$ cat src/rtl/nios_system_hex_pkg.sv
// Shared types and constants for the HEX display arbiter: FSM states and
// the active-low 7-segment lookup (bit0=a .. bit6=g).
package nios_system_hex_pkg;
  localparam int DIGIT_W    = 7;
  localparam int NUM_DIGITS = 4;

  typedef enum logic [2:0] {
    ST_IDLE,
    ST_GRANT,
    ST_ENCODE,
    ST_WRITE,
    ST_HOLD
  } state_e;

  localparam logic [DIGIT_W-1:0] BLANK = 7'h7F;

  // Index 15 first: F, E, d, C, b, A, 9 .. 0
  localparam logic [15:0][DIGIT_W-1:0] SEG7 = {
    7'h0E, 7'h06, 7'h21, 7'h46, 7'h03, 7'h08, 7'h10, 7'h00,
    7'h78, 7'h02, 7'h12, 7'h19, 7'h30, 7'h24, 7'h79, 7'h40
  };
endpackage

$ cat src/rtl/nios_system_hex_seg7_enc.sv
// Combinational nibble to active-low 7-segment pattern.
module nios_system_hex_seg7_enc
  import nios_system_hex_pkg::*;
(
  input  logic [3:0]         nib,
  output logic [DIGIT_W-1:0] seg
);
  assign seg = SEG7[nib];
endmodule

$ cat src/rtl/nios_system_hex_display_arbiter.sv
// Round-robin arbiter sharing the 4-digit HEX PIO between NUM_REQ requesters.
// Optional leading-zero blanking: define HEX_BLANK_LEADING_ZERO_EN.
module nios_system_hex_display_arbiter
  import nios_system_hex_pkg::*;
#(
  parameter int NUM_REQ     = 4,
  parameter int HOLD_CYCLES = 1024
) (
  input  logic                  clk,
  input  logic                  reset_n,
  input  logic [NUM_REQ-1:0]    req,
  input  logic [NUM_REQ*16-1:0] req_value,
  output logic [NUM_REQ-1:0]    ack,
  output logic [2:0]            owner_id,
  output logic                  busy,
  output logic [1:0]            pio_address,
  output logic                  pio_chipselect,
  output logic                  pio_write_n,
  output logic [31:0]           pio_writedata
);
  localparam int CW = (HOLD_CYCLES > 1) ? $clog2(HOLD_CYCLES) : 1;
  localparam logic [CW-1:0] HOLD_LAST = CW'((HOLD_CYCLES > 0) ? HOLD_CYCLES - 1 : 0);

  state_e         state_q, state_d;
  logic [2:0]     owner_q, owner_d;
  logic [2:0]     ptr_q, ptr_d;
  logic [15:0]    val_q, val_d;
  logic [31:0]    wdata_q, wdata_d;
  logic [CW-1:0]  cnt_q, cnt_d;

  logic           grant_vld;
  logic [2:0]     grant_idx;
  logic [NUM_DIGITS-1:0][DIGIT_W-1:0] enc, pat;

  for (genvar k = 0; k < NUM_DIGITS; k++) begin : g_enc
    nios_system_hex_seg7_enc u_enc (
      .nib (val_q[4*k +: 4]),
      .seg (enc[k])
    );
  end

`ifdef HEX_BLANK_LEADING_ZERO_EN
  logic [NUM_DIGITS-1:0] nz;
  // Digit k is blanked only when it and every digit above it are zero.
  always_comb begin
    nz  = '0;
    pat = enc;
    for (int k = 0; k < NUM_DIGITS; k++) nz[k] = |val_q[4*k +: 4];
    for (int k = 1; k < NUM_DIGITS; k++)
      if ((nz >> k) == '0) pat[k] = BLANK;
  end
`else
  assign pat = enc;
`endif

  // First request at or above the pointer, wrapping modulo NUM_REQ.
  always_comb begin
    int cand;
    cand      = 0;
    grant_vld = 1'b0;
    grant_idx = '0;
    for (int i = 0; i < NUM_REQ; i++) begin
      cand = int'(ptr_q) + i;
      if (cand >= NUM_REQ) cand = cand - NUM_REQ;
      if (!grant_vld && req[cand]) begin
        grant_vld = 1'b1;
        grant_idx = 3'(cand);
      end
    end
  end

  always_comb begin
    state_d = state_q;
    owner_d = owner_q;
    ptr_d   = ptr_q;
    val_d   = val_q;
    wdata_d = wdata_q;
    cnt_d   = cnt_q;
    case (state_q)
      ST_IDLE:   if (|req) state_d = ST_GRANT;
      ST_GRANT: begin
        if (grant_vld) begin
          owner_d = grant_idx;
          val_d   = req_value[16*grant_idx +: 16];
          state_d = ST_ENCODE;
        end else begin
          state_d = ST_IDLE;
        end
      end
      ST_ENCODE: begin
        wdata_d = {4'b0, pat};
        state_d = ST_WRITE;
      end
      ST_WRITE: begin
        ptr_d   = (owner_q == 3'(NUM_REQ - 1)) ? 3'd0 : owner_q + 3'd1;
        cnt_d   = '0;
        state_d = (HOLD_CYCLES == 0) ? ST_IDLE : ST_HOLD;
      end
      ST_HOLD: begin
        if (cnt_q == HOLD_LAST) state_d = ST_IDLE;
        else                    cnt_d   = cnt_q + 1'b1;
      end
      default:   state_d = ST_IDLE;
    endcase
  end

  always_ff @(posedge clk or negedge reset_n) begin
    if (!reset_n) begin
      state_q <= ST_IDLE;
      owner_q <= '0;
      ptr_q   <= '0;
      val_q   <= '0;
      wdata_q <= '0;
      cnt_q   <= '0;
    end else begin
      state_q <= state_d;
      owner_q <= owner_d;
      ptr_q   <= ptr_d;
      val_q   <= val_d;
      wdata_q <= wdata_d;
      cnt_q   <= cnt_d;
    end
  end

  // Strobes decode straight from the state flop so reset drops them at once.
  always_comb begin
    ack = '0;
    for (int i = 0; i < NUM_REQ; i++)
      ack[i] = (state_q == ST_WRITE) && (owner_q == 3'(i));
  end

  assign pio_chipselect = (state_q == ST_WRITE);
  assign pio_write_n    = (state_q != ST_WRITE);
  assign pio_address    = 2'b00;
  assign pio_writedata  = wdata_q;
  assign owner_id       = owner_q;
  assign busy           = (state_q != ST_IDLE);
endmodule

$ cat config.mk
export PLATFORM = sky130hd
export DESIGN_NAME = nios_system_hex_display_arbiter
export DESIGN_NICKNAME = d
export VERILOG_FILES = /design/src/rtl/nios_system_hex_pkg.sv /design/src/rtl/nios_system_hex_seg7_enc.sv /design/src/rtl/nios_system_hex_display_arbiter.sv
export SDC_FILE = /design/constraint.sdc
export NUM_CORES = 1
export LEC_CHECK = 0
export ABC_AREA = 1
export ABC_CLOCK_PERIOD_IN_PS = 2600
export BUFFER_PORTS_ARGS = -buffer_cell sky130_fd_sc_hd__buf_2
export CAP_MARGIN = 10
export CORE_ASPECT_RATIO = 2
export CORE_MARGIN = 3
export CORE_UTILIZATION = 45
export DETAILED_ROUTE_END_ITERATION = 7
export PLACE_DENSITY_LB_ADDON = 0.2
export SLEW_MARGIN = 30
export SYNTH_ARGS = -nofsm -noshare
export SYNTH_HDL_FRONTEND = slang
export SYNTH_HIERARCHICAL = 1
export SYNTH_SLANG_ARGS = --single-unit
$ cat constraint.sdc
create_clock -name clk -period 2.6 [get_ports clk]
set_input_delay 0.39 -clock clk [delete_from_list [all_inputs] [get_ports clk]]
set_output_delay 0.39 -clock clk [all_outputs]
set_load 0.02 [all_outputs]
==> flow_metrics.env <==
export IMPL_outcome="completed"
export IMPL_die_h_um=152.0
export IMPL_dp_hpwl_mm=9.708
export IMPL_max_freq_mhz=419.7
export IMPL_critical_path_class="flip-flop to flip-flop"
export IMPL_wl_met1_mm=4.618
export IMPL_power_leakage_uw=0.003116
export IMPL_grt_pass1_wl_mm=20.87
export IMPL_path_cells="inv_1 -> ha_1 -> inv_1 -> nand3_2 -> nand2_4 -> o21ai_1 -> nand2_2 -> buf_4 -> nand3_1 -> nand3_1 -> nand3_1 -> nand2_1"
export IMPL_synth_seq_cells=63
export IMPL_critical_path_slowest_cell="dfrtp_2"
export IMPL_min_path_type="primary input to async pin"
export IMPL_yosys_top_cells_count="nand2_1 (186), nand3_1 (136), dfrtp_1 (63)"
export IMPL_synth_edf_count=0
export IMPL_clk_path_buf_depth=2
export IMPL_fp_dieW_um=79.01
export IMPL_hold_viol_final=0
export IMPL_max_cap_violations=0
export IMPL_worstPathArrival_ns=2.65
export IMPL_postRouteAntennaNets=0
export IMPL_synthArstFlopShare_pct=100.0
export IMPL_rows=52
export IMPL_synth_simple_area_share_pct=35.92
export IMPL_first_global_vias=4564
export IMPL_numClockSinks=63
export IMPL_antenna_found_initial=0
export IMPL_fin_nets=832
export IMPL_dr_wl_met2_mm=6.659
export IMPL_p_comb_share_pct=8.5
export IMPL_ir_drop_uv=432.0
export IMPL_finalWirelength_mm=12.48
export IMPL_initialDrtViolationCount=166
export IMPL_synth_area_mm2=0.004797
export IMPL_p_per_area_mw_per_mm2=457.3
export IMPL_ys_top_cells_by_area="dfrtp_1 (33%), nand2_1 (15%), nand3_1 (14%)"
export IMPL_finClkSkew_ns=0.007317
export IMPL_synth_top_cell_area_share_pct=32.86
export IMPL_place_congestion=0.8781
export IMPL_start_util_pct=46.67
export IMPL_postCtsHoldBufs=0
export IMPL_cpLargestDelayFamily="simple AND/OR/NAND/NOR gates"
export IMPL_synth_mux_area_share_pct=6.573
export IMPL_clk_insertion_delay_late_ns=0.33
export IMPL_reg2reg_to="val_q[15]"
export IMPL_ys_types=37
export IMPL_crit_start="ptr_q[1]"
export IMPL_synth_top_family_by_area="simple AND/OR/NAND/NOR gates"
export IMPL_wl_per_cell_um=14.40
export IMPL_dr_pass1_iters=7
export IMPL_portBuffers=107
export IMPL_min_period_ns=2.383
export IMPL_seq_power_share_pct=37.7
export IMPL_synth_xor_area_share_pct=0.9129
export IMPL_area_growth_pct=18.73
export IMPL_yosysMostFrequentCell="nand2_1"
export IMPL_finish_utilization_pct=55.40
export IMPL_slew_viol_final=0
export IMPL_max_slew_margin_pct=56.21
export IMPL_synthAdderAreaFrac_pct=9.129
export IMPL_pin_count=114
export IMPL_drcViolationCount=0
export IMPL_num_antenna_cells=0
export IMPL_avgSynthCellArea_um2=7.614
export IMPL_switching_share_pct=22.28
export IMPL_grtUsageTotal_pct=21.36
export IMPL_p_int_uw=2024
export IMPL_reg2reg_from="ptr_q[1]"
export IMPL_yosysSeqAreaShare_pct=32.86
export IMPL_rsz0062_at_grt="no"
export IMPL_critical_path_max_stage_delay_ns=0.45
export IMPL_core_area_mm2=0.01028
export IMPL_htree_levels=3
export IMPL_start_kind="flip-flop"
export IMPL_met3_length_um=727
export IMPL_cts_made_buffers=9
export IMPL_r2r_slack_ns=0.22
export IMPL_cts_tree="yes"
export IMPL_grt_ovfl_total=0
export IMPL_cp_required_ns=2.87
export IMPL_crit_fanout=15
export IMPL_post_synth_inst_count=630
export IMPL_power_frac_clock_pct=53.8
export IMPL_post_route_period_util_pct=91.64
export IMPL_worst_setup_path_end_kind="flip-flop"
export IMPL_setup_tns_final_ns=0
export IMPL_cp_common_cell="nand3_1"
export IMPL_cts_clk_slew_worst_paths_ns=0.06
export IMPL_via_count=4550
export IMPL_power_switching_uw=580.2
export IMPL_grt_max_degree=37
export IMPL_worstRegToRegCells=12
export IMPL_drive_above_1_share_pct=26.50
export IMPL_ys_flop_type="dfrtp_1"
export IMPL_yosysTopAreaCell="dfrtp_1"
export IMPL_tightest_slew_ns=0.6568
export IMPL_yosysWarnings=6
export IMPL_die_area_mm2=0.01201
export IMPL_cts_root_buf="clkbuf_16"
export IMPL_highest_layer="met4"
export IMPL_synth_compound_area_share_pct=4.304
export IMPL_viasPerCell=5.248
export IMPL_setup_viol=0
export IMPL_critPathBufInv=3
[routing by layer]
layer,vias up,global-route usage [%]
li1,2246,-
met1,2105,23.30
met2,167,38.86
met3,32,3.495
met4,0,10.25
met5,-,0
[final cells by class]
| type | instances | area (um2) |
|---|---|---|
| flip-flops and latches | 63 | 1579 |
| clock buffers | 10 | 239.0 |
| fillers | 1051 | 4584 |
| repair buffers | 116 | 615.6 |
| well taps | 135 | 168.9 |
| inverters | 60 | 227.7 |
| clock inverters | 6 | 107.6 |
| multi-input cells | 477 | 2758 |
[cells by family after synthesis]
logic type | Yosys count
AO/OA/AOI/OAI | 34
AND/OR/NAND/NOR | 369
flip-flops | 63
buffers and inverters | 95
other | 1
XOR/XNOR | 5
adder cells (fa/ha/maj) | 35
multiplexers | 28
[worst register-to-register path: stages, from the launching register on]
cell and delay [ns]:
dfrtp_2 0.45, inv_1 0.23, ha_1 0.33, inv_1 0.14, nand3_2 0.11, nand2_4 0.12, o21ai_1 0.08, nand2_2 0.22
buf_4 0.26, nand3_1 0.14, nand3_1 0.11, nand3_1 0.07, nand2_1 0.07
[worst max-delay path by stage]
stage	depth (start not counted)	slack [ns]	to
after floorplan	5	0.36	ack[0]
after global placement	12	0.25	val_q[14]
after detailed placement	12	0.16	val_q[14]
after CTS	12	0.12	val_q[1]
after global routing	12	0.03	val_q[11]
final	12	0.22	val_q[15]
[layout by cell type, fill, tap and decap left out, drive strengths merged, types with 4 or more instances in the layout]
master,Yosys,final
conb,1,6
nand2,200,200
inv,60,60
clkbuf,5,10
ha,35,35
dfrtp,63,63
nand4,7,7
nor2,13,13
mux2,28,28
buf,30,116
o21ai,25,25
nand3,138,138
nor3,7,7
xor2,4,4
[what timing repair did]
action                                  CTS  global route
setup buffers                             0             0
endpoints found under the setup margin    0            13
gates resized for setup                   0             3
[metrics by stage]
step	hold WS [ns]	total power [uW]	worst slack, ns	cell area [um2]	std cells
2_1_floorplan	0.09441	1127	0.3628	4816	635
3_3_place_gp	0.4521	1217	0.2528	5338	851
5_1_grt	0.1394	2703	0.02723	5695	867
4_1_cts	0.1053	2634	0.1210	5684	867
3_5_place_dp	0.4595	1219	0.1606	5338	851
6_report	0.08472	2604	0.2173	5695	867
[state kept, by name, indices dropped and copies added (netlist names)]
register / count
ptr_q: 3
owner_id: 3
cnt_q: 10
state_q: 3
pio_writedata: 28
val_q: 16
[power groups by stage]
stage,combinational (uW),clock (uW),sequential [uW]
after CTS,222,1430,981
after global placement,219,0,998
after floorplan,128,0,999
after detailed placement,221,0,998
final,222,1400,981
after global routing,249,1470,980
(Power assumes the default switching activity.)
